===== config.mk =====
export PLATFORM = sky130hd
export DESIGN_NAME = branch_predictor
export DESIGN_NICKNAME = d
export VERILOG_FILES = /design/src/rtl/branch_predictor.sv
export SDC_FILE = /design/constraint.sdc
export NUM_CORES = 1
export LEC_CHECK = 0
export ABC_AREA = 1
export CAP_MARGIN = 20
export CORE_MARGIN = 2
export CORE_UTILIZATION = 35
export DETAILED_ROUTE_END_ITERATION = 8
export GPL_TIMING_DRIVEN = 0
export HOLD_SLACK_MARGIN = 0.1
export SYNTH_ARGS = -nofsm -noshare
export SYNTH_HDL_FRONTEND = slang
export SYNTH_SLANG_ARGS = --single-unit

===== constraint.sdc =====
create_clock -name clk -period 4.9 [get_ports clk]
set_input_delay 0.49 -clock clk [delete_from_list [all_inputs] [get_ports clk]]
set_output_delay 0.49 -clock clk [all_outputs]
set_load 0.1 [all_outputs]

===== src/rtl/branch_predictor.sv =====
// Branch predictor: a table of 2-bit saturating counters indexed by the
// fetch PC, trained by branches resolving in execute. Also keeps
// saturating counts of resolved and mispredicted branches.
// Define GSHARE_EN to XOR a global taken/not-taken history into the
// table index. Without it, the table is indexed by PC bits alone.
//
// Handshake: none. Fetch lookups are purely combinational. An update is
// accepted on any rising edge where ex_branch_valid=1 and stall=0.
module branch_predictor #(
    parameter int BHT_INDEX_BITS = 4,
    parameter int PC_WIDTH       = 32
) (
    input  logic                      clk,
    input  logic                      rst,
    input  logic [PC_WIDTH-1:0]       if_pc,
    input  logic                      if_is_branch,
    output logic                      if_predict_taken,
    output logic [BHT_INDEX_BITS-1:0] if_bht_index,
    input  logic                      ex_branch_valid,
    input  logic [BHT_INDEX_BITS-1:0] ex_bht_index,
    input  logic                      ex_predicted_taken,
    input  logic                      ex_actual_taken,
    input  logic                      stall,
    output logic                      Wrong_prediction,
    output logic [15:0]               stat_branches,
    output logic [15:0]               stat_mispredicts
);

    localparam int ENTRIES = 1 << BHT_INDEX_BITS;

    logic [1:0]  bht_q [ENTRIES];
    logic [1:0]  bht_d [ENTRIES];
    logic [15:0] branches_q, branches_d;
    logic [15:0] mispredicts_q, mispredicts_d;

    logic        update_en;
    logic        wrong_raw;
    logic        unused_pc_bits;

    // Only the low PC bits feed the index; the rest are deliberately ignored.
    assign unused_pc_bits = ^if_pc[PC_WIDTH-1:BHT_INDEX_BITS];

    assign update_en = ex_branch_valid & ~stall;
    assign wrong_raw = ex_branch_valid & (ex_predicted_taken != ex_actual_taken);

`ifdef GSHARE_EN
    logic [BHT_INDEX_BITS-1:0] hist_q, hist_d;

    // Global history: shift the resolved outcome in at the LSB on each update.
    always_comb begin
        hist_d = hist_q;
        if (update_en) begin
            hist_d = {hist_q[BHT_INDEX_BITS-2:0], ex_actual_taken};
        end
    end

    // History register, cleared asynchronously.
    always_ff @(posedge clk or negedge rst) begin
        if (!rst) begin
            hist_q <= '0;
        end else begin
            hist_q <= hist_d;
        end
    end

    assign if_bht_index = if_pc[BHT_INDEX_BITS-1:0] ^ hist_q;
`else
    assign if_bht_index = if_pc[BHT_INDEX_BITS-1:0];
`endif

    // Fetch sees the registered counter, so a same-cycle update is not bypassed.
    assign if_predict_taken = rst & if_is_branch & bht_q[if_bht_index][1];
    // Misprediction is reported even while stalled; only updates are held.
    assign Wrong_prediction = rst & wrong_raw;
    assign stat_branches    = branches_q;
    assign stat_mispredicts = mispredicts_q;

    // Train the addressed counter toward the resolved outcome, saturating.
    always_comb begin
        bht_d = bht_q;
        if (update_en) begin
            if (ex_actual_taken) begin
                if (bht_q[ex_bht_index] != 2'b11) begin
                    bht_d[ex_bht_index] = bht_q[ex_bht_index] + 2'b01;
                end
            end else begin
                if (bht_q[ex_bht_index] != 2'b00) begin
                    bht_d[ex_bht_index] = bht_q[ex_bht_index] - 2'b01;
                end
            end
        end
    end

    // Saturating statistics counters.
    always_comb begin
        branches_d    = branches_q;
        mispredicts_d = mispredicts_q;
        if (update_en) begin
            if (branches_q != 16'hFFFF) begin
                branches_d = branches_q + 16'd1;
            end
            if (wrong_raw && (mispredicts_q != 16'hFFFF)) begin
                mispredicts_d = mispredicts_q + 16'd1;
            end
        end
    end

    // Table and statistics registers; reset puts every entry at weak-not-taken.
    always_ff @(posedge clk or negedge rst) begin
        if (!rst) begin
            for (int i = 0; i < ENTRIES; i++) begin
                bht_q[i] <= 2'b01;
            end
            branches_q    <= '0;
            mispredicts_q <= '0;
        end else begin
            for (int i = 0; i < ENTRIES; i++) begin
                bht_q[i] <= bht_d[i];
            end
            branches_q    <= branches_d;
            mispredicts_q <= mispredicts_d;
        end
    end

endmodule


==> metrics.yaml, run 1 <==
outcome:
  status: "finished, final reports clean"
place:
  dp_hpwl_um: 6970
  dp.cells: 751
  dp_slack_ps: 1370
  place.gp.congestion: 0.835
  io_buffers: 51
  placed_area_um2: 4580
clock_tree:
  clk_pin_slew_ps: 80
  hold_buffers: 0
  clock_sinks: 64
  cts_buffers: 9
  htreeDepth: 3
  clkLatencyLatePin_ps: 360
  cts.repair.resized: 0
  root_buffer: "clkbuf_8"
  cts_tree: "done"
  clk_path_buf_depth: 2
  postCtsSetupBuffers: 0
yosys:
  synth-xor-area-share_pct: 6.29
  yosys.area_share.simple_pct: 36.9
  synthesis.area_um2: 3900
  avgSynthCellArea_um2: 6.96
  muxShareOfSynthArea_pct: 0
  synthArstFlopShare_pct: 100
  synth_top_area_cell: "dfrtp_1"
  syn_inst: 560
  synth_edf_count: 0
  yosysTopAreaCellShare_pct: 30.8
  ys_top_cells_by_count: "250 x nand2_1, 67 x nor2_1, 48 x dfrtp_1"
  yosysWarnings: 0
  synth_seq_area_share_pct: 41.6
  syn-num-nets: 607
  ys_types: 27
  synth_compound_area_share_pct: 6.23
  synth_top_family_by_area: "simple AND/OR/NAND/NOR gates"
  ys.flop_type: "dfrtp_1"
  synth_most_common_cell: "nand2_1"
  ys_ff_latch: 64
  synth_fa_ha_area_share_pct: 1.28
  synthTopCellsByArea: "dfrtp_1 31%, nand2_1 24%, dfstp_2 11%"
global_route:
  grt_pass1_wl_um: 16800
  antenna_found_initial: 0
  grt_start_max_net_pins: 67
  grt_pass1_vias: 3653
  grt_overflow: 0
  track_usage_pct: 17.9
sta:
  setup_violations: 0
  fin_crit_sh_pct: 71.0
  rsz0062_at_grt: "false"
  finalCriticalPeriod_ps: 3480
  drv_slew: 0
  fmax_ghz: 0.287
  hold_viol: 0
  fin_ws_ps: 1420
  slew_headroom_pct: 33.2
  skew_ps: 9.78
  worstMarginPinSlew_ps: 1000
setup_path:
  slowest_delay_ps: 1140
  critPathLaunchType: "primary input"
  reg2reg_depth: 12
  crit_start: "if_pc[0]"
  slowest_stage: "clkdlybuf4s50_1"
  cp-end-kind: "output pin"
  required_ps: 4410
  cp.arrival_ps: 2990
  crit_path_max_fanout: 10
  crit_type: "primary input to output pin"
  worstPathCellList: "clkdlybuf4s50_1 -> clkbuf_1 -> nor2_1 -> nor2_1 -> nand2_1 -> nand3_1 -> nand3b_1 -> a21oi_1 -> clkdlybuf4s50_1"
detailed_routing:
  wl_per_cell_um: 12.6
  detail_route.iter0.violations: 123
  firstDrtPassIters: 4
  antenna_left: 0
  viasPerCell: 4.69
  via_count: 3598
  drc: 0
  routed_wl_um: 9650
floorplanning:
  core_area_um2: 10800
  start_util_pct: 36.0
  dieArea_um2: 12000
  num_rows: 38
  die_w_um: 110
  pin_count: 81
  die_h_um: 110
power_and_ir_drop:
  ir_worst_vdd_mv: 0.483
  p_leak_nw: 2.35
  pwr_density_cell_nw_per_um2: 453
  total_power_mw: 2.17
final_layout:
  fill_cells: 1138
  finalNonFillerCells: 767
  regArea_um2: 1620
  drive_gt1_share_pct: 9.09
  area_growth_pct: 22.9
  stdcell_area_um2: 4790
  num_antenna_cells: 0
  multi_input_comb_area_um2: 1980
  final_nets: 669
  utilization_pct: 44.2
worst_hold_path:
  hold_path_class: "primary input to asynchronous set/reset pin"
flow_run:
  drv_cap: 0
-- power by group --
group | total (mW) | internal (mW) | switching, mW
sequential | 0.807 | 0.682 | 0.125
combinational | 0.868 | 0.241 | 0.627
clock | 0.493 | 0.275 | 0.218
total | 2.17 | 1.20 | 0.970
-- routing by layer --
metal  wire length [um]  GRT usage (%)  vias up  part of all wire [%]
met5                  0              0        -                     0
met4                152           6.51        0                   1.6
met3                460           3.79       12                   4.8
met2               4430           28.8       77                    46
met1               4600           23.7     1663                    48
li1                   -              -     1846                     -
-- cells by family after synthesis --
group | count (synthesis)
AOI/OAI and AO/OA | 46
buffers and inverters | 64
DFF | 64
xor gates and xnor gates | 28
adders and majority gates | 4
and+or+nand+nor | 354
-- layout make-up --
class	count	share of cell area (%)
Tap cell	140	3.66
Clock inverter	3	0.836
Clock buffer	13	3.53
Buffer	15	2.38
Timing Repair Buffer	51	10.6
Multi-Input combinational cell	432	41.2
Inverter	49	3.89
Sequential cell	64	33.9
-- placed cells by master, fill, tap and decap left out, types with 2 or more instances in the layout --
cell	netlist	layout
clkbuf_1	3	4
buf_4	7	8
nand2_1	250	250
ha_1	4	4
xnor2_1	14	14
nand3_2	4	4
o21ai_0	27	27
clkbuf_8	0	12
nor2_1	67	67
buf_6	4	4
clkdlybuf4s50_1	0	50
nor3_2	2	2
nand3_1	19	19
nand4_1	4	4
inv_2	2	2
clkinv_2	0	2
nor3_1	3	3
inv_1	46	46
dfrtp_1	48	48
a22oi_1	5	5
dfstp_2	16	16
xor2_1	14	14
a21oi_1	14	14
-- final timing paths --
| path | slack (ps) | end |
|---|---|---|
| worst max-delay path | 1420 | if_predict_taken |
| worst min-delay path | 240 | stat_mispredicts[7]$_DFFE_PN0P_ |
| worst max register to register | 2270 | bht_q[27]$_DFFE_PN0P_ |
| worst min register to register | 470 | flip-flop |
| max in group asynchronous | 4130 | bht_q[25]$_DFFE_PN0P_ |
| min in group clk | 470 | flip-flop |
-- metrics by stage --
stage / TNS (ps) / hold WS [ps]
after global routing: 0 / 283
after CTS: 0 / 268
after floorplan: 0 / 194
after global placement: -442 / 460
after detailed placement: 0 / 458
final: 0 / 235
-- critical path: cells and delay by family --
kind,cells,cell delay [ps]
AO/OA/AOI/OAI,1,140
buffers and inverters,3,1980
AND/OR/NAND/NOR,5,370
(Power assumes the default switching activity.)
==> inputs of run 2 (changes only) <==
==> constraint.sdc (replaced) <==
create_clock -name clk -period 2.8 [get_ports clk]
set_input_delay 0.28 -clock clk [delete_from_list [all_inputs] [get_ports clk]]
set_output_delay 0.28 -clock clk [all_outputs]
set_load 0.1 [all_outputs]
==> metrics.yaml, run 2 (same netlist as run 1, synthesis figures left out) <==
sta:
  slew_headroom_pct: 33.2
  rsz0062_at_grt: "false"
  tns_ps: 0
  fmax_ghz: 0.401
  hold_viol: 0
  setup_violations: 0
  finalCriticalPeriod_ps: 2500
  hold_slack_ps: 446
  fin_ws_ps: 305
  skew_ps: 12.8
  worstMarginPinSlew_ps: 999
  fin_crit_sh_pct: 89.1
  drv_slew: 0
final_layout:
  num_antenna_cells: 0
  drive_gt1_share_pct: 11.4
  final_nets: 674
  final_cell_mix: "248 x nand2_1, 61 x nor2_1, 48 x dfrtp_1"
  regArea_um2: 1620
  utilization_pct: 45.1
  area_growth_pct: 25.3
  fill_cells: 1135
  layout_commonest_cell: "nand2_1"
  multi_input_comb_area_um2: 2000
setup_path:
  critPathMostFrequentCell: "nand2_1"
  rr_endpoint: "bht_q[23]$_DFFE_PN0P_"
  cp-end-kind: "flip-flop"
  crit_path_max_fanout: 10
  cp.arrival_ps: 2780
  ff2ff_setup_slack_ps: 450
  slowest_delay_ps: 530
  critPathLaunchType: "primary input"
  required_ps: 3080
  crit_type: "primary input to flip-flop"
  reg2reg_depth: 18
  worstPathCellList: "clkdlybuf4s50_1 -> inv_1 -> nand2_1 -> inv_1 -> nand2_1 -> nand2_1 -> nor2_4 -> buf_6 -> inv_1 -> ha_1 -> nand2_1 -> inv_1 -> nor2_1 -> nand2_1 -> buf_2 -> nor2_1 -> nor2_1 -> a21oi_1"
  endpoint: "bht_q[23]$_DFFE_PN0P_"
  slowest_stage: "clkdlybuf4s50_1"
  crit_start: "ex_bht_index[2]"
place:
  io_buffers: 51
  dp_slack_ps: -519
  dp_hpwl_um: 6970
  place.gp.congestion: 0.835
clock_tree:
  root_buffer: "clkbuf_8"
  clk_pin_slew_ps: 80
  htreeDepth: 3
  clkLatencyLatePin_ps: 360
  clk_path_buf_depth: 2
  cts_tree: "done"
  clock_sinks: 64
  cts_buffers: 9
power_and_ir_drop:
  p_sw_share_pct: 44.7
  ir_worst_vdd_mv: 0.846
  pwr-share-comb_pct: 40.5
  power_switching_mw: 1.71
  pwr_density_cell_nw_per_um2: 785
  total_power_mw: 3.83
  p_clk_share_pct: 22.6
  p_seq_share_pct: 36.9
  p_leak_nw: 2.42
  p_int_mw: 2.12
global_route:
  grt_pass1_wl_um: 17000
  grt_pass1_vias: 3671
  grt_start_max_net_pins: 49
  track_usage_pct: 18.1
  grt_overflow: 0
  antenna_found_initial: 0
detailed_routing:
  detail_route.iter0.violations: 135
  routed_wl_um: 9860
  wl_per_cell_um: 12.8
  via_count: 3653
  firstDrtPassIters: 4
  drc: 0
  viasPerCell: 4.73
  antenna_left: 0
floorplanning:
  start_util_pct: 36.0
  die_w_um: 110
  num_rows: 38
  dieArea_um2: 12000
  pin_count: 81
  die_h_um: 110
  core_area_um2: 10800
outcome:
  status: "finished, final reports clean"
worst_hold_path:
  hold_path_class: "primary input to flip-flop"
  hold_start: "ex_bht_index[1]"
flow_run:
  drv_cap: 0
[run 2: cell types whose count changed in the layout (fill, tap and decap cells not counted), moves of 2 or more]
cell and change:
buf_4 +2, clkbuf_2 +2, clkdlybuf4s50_1 -3, dlymetal6s2s_1 +2, nand2_1 -2, nand2_2 +2, nor2_1 -6, nor2_2 +6
[run 2: worst min path at each step]
| stage | end | cells past startpoint |
|---|---|---|
| 3_3_place_gp | flip-flop | 2 |
| 3_5_place_dp | stat_mispredicts[9]$_DFFE_PN0P_ | 1 |
| 6_report | flip-flop | 5 |
| 5_1_grt | flip-flop | 2 |
| 2_1_floorplan | bht_q[11]$_DFFE_PN0P_ | 0 |
| 4_1_cts | flip-flop | 5 |
[run 2: final cells by class]
type	count	share of cell area, %
plain buffers	15	2.43
inverters	49	3.87
well taps	140	3.59
clock inverters	3	0.820
repair buffers	56	11.6
multi-input cells	432	41.0
clock buffers	13	3.46
flip-flops and latches	64	33.2
[run 2: metal layers]
metal	GRT usage [%]	wire [um]
met1	24.0	4710
met2	29.6	4610
met3	2.90	395
met4	6.96	148
met5	0	0
[run 2: timing repair]
action                     4_1_cts  5_1_grt
hold buffers                     2        0
gates resized for setup          5       13
buffers inserted                 0        3
setup endpoints to repair       11       34
pin swaps                        0        1
hold endpoints to repair        48        0
[run 2: power groups by stage]
stage	Combinational, mW	Clock, mW	Sequential, mW
finish	1.55	0.868	1.41
global route	1.69	0.915	1.45
CTS	1.54	0.879	1.41
detailed placement	1.52	0	1.43
global placement	1.50	0	1.42
floorplan	0.586	0	1.96
[run 2: worst max-delay path, delay by kind of cell]
family	cells	cell delay (ps)
buffers and inverters	7	1190
and+or+nand+nor	9	980
adders and majority gates	1	180
AOI/OAI and AO/OA	1	130
[run 2: stage by stage]
| stage | cell area, um2 | instances |
|---|---|---|
| after floorplan | 3900 | 560 |
| after global placement | 4580 | 751 |
| after detailed placement | 4580 | 751 |
| after CTS | 4840 | 769 |
| after global routing | 4880 | 772 |
| final | 4880 | 772 |
==> inputs of run 3 (changes only) <==
--- a/config.mk
+++ b/config.mk
@@ -9,6 +9,7 @@
 export CAP_MARGIN = 20
 export CORE_MARGIN = 2
 export CORE_UTILIZATION = 35
+export CTS_CLUSTER_DIAMETER = 30
 export DETAILED_ROUTE_END_ITERATION = 8
 export GPL_TIMING_DRIVEN = 0
 export HOLD_SLACK_MARGIN = 0.1
==> results of run 3 <==
Final layout, timing and power as in run 2 (identical DEF).
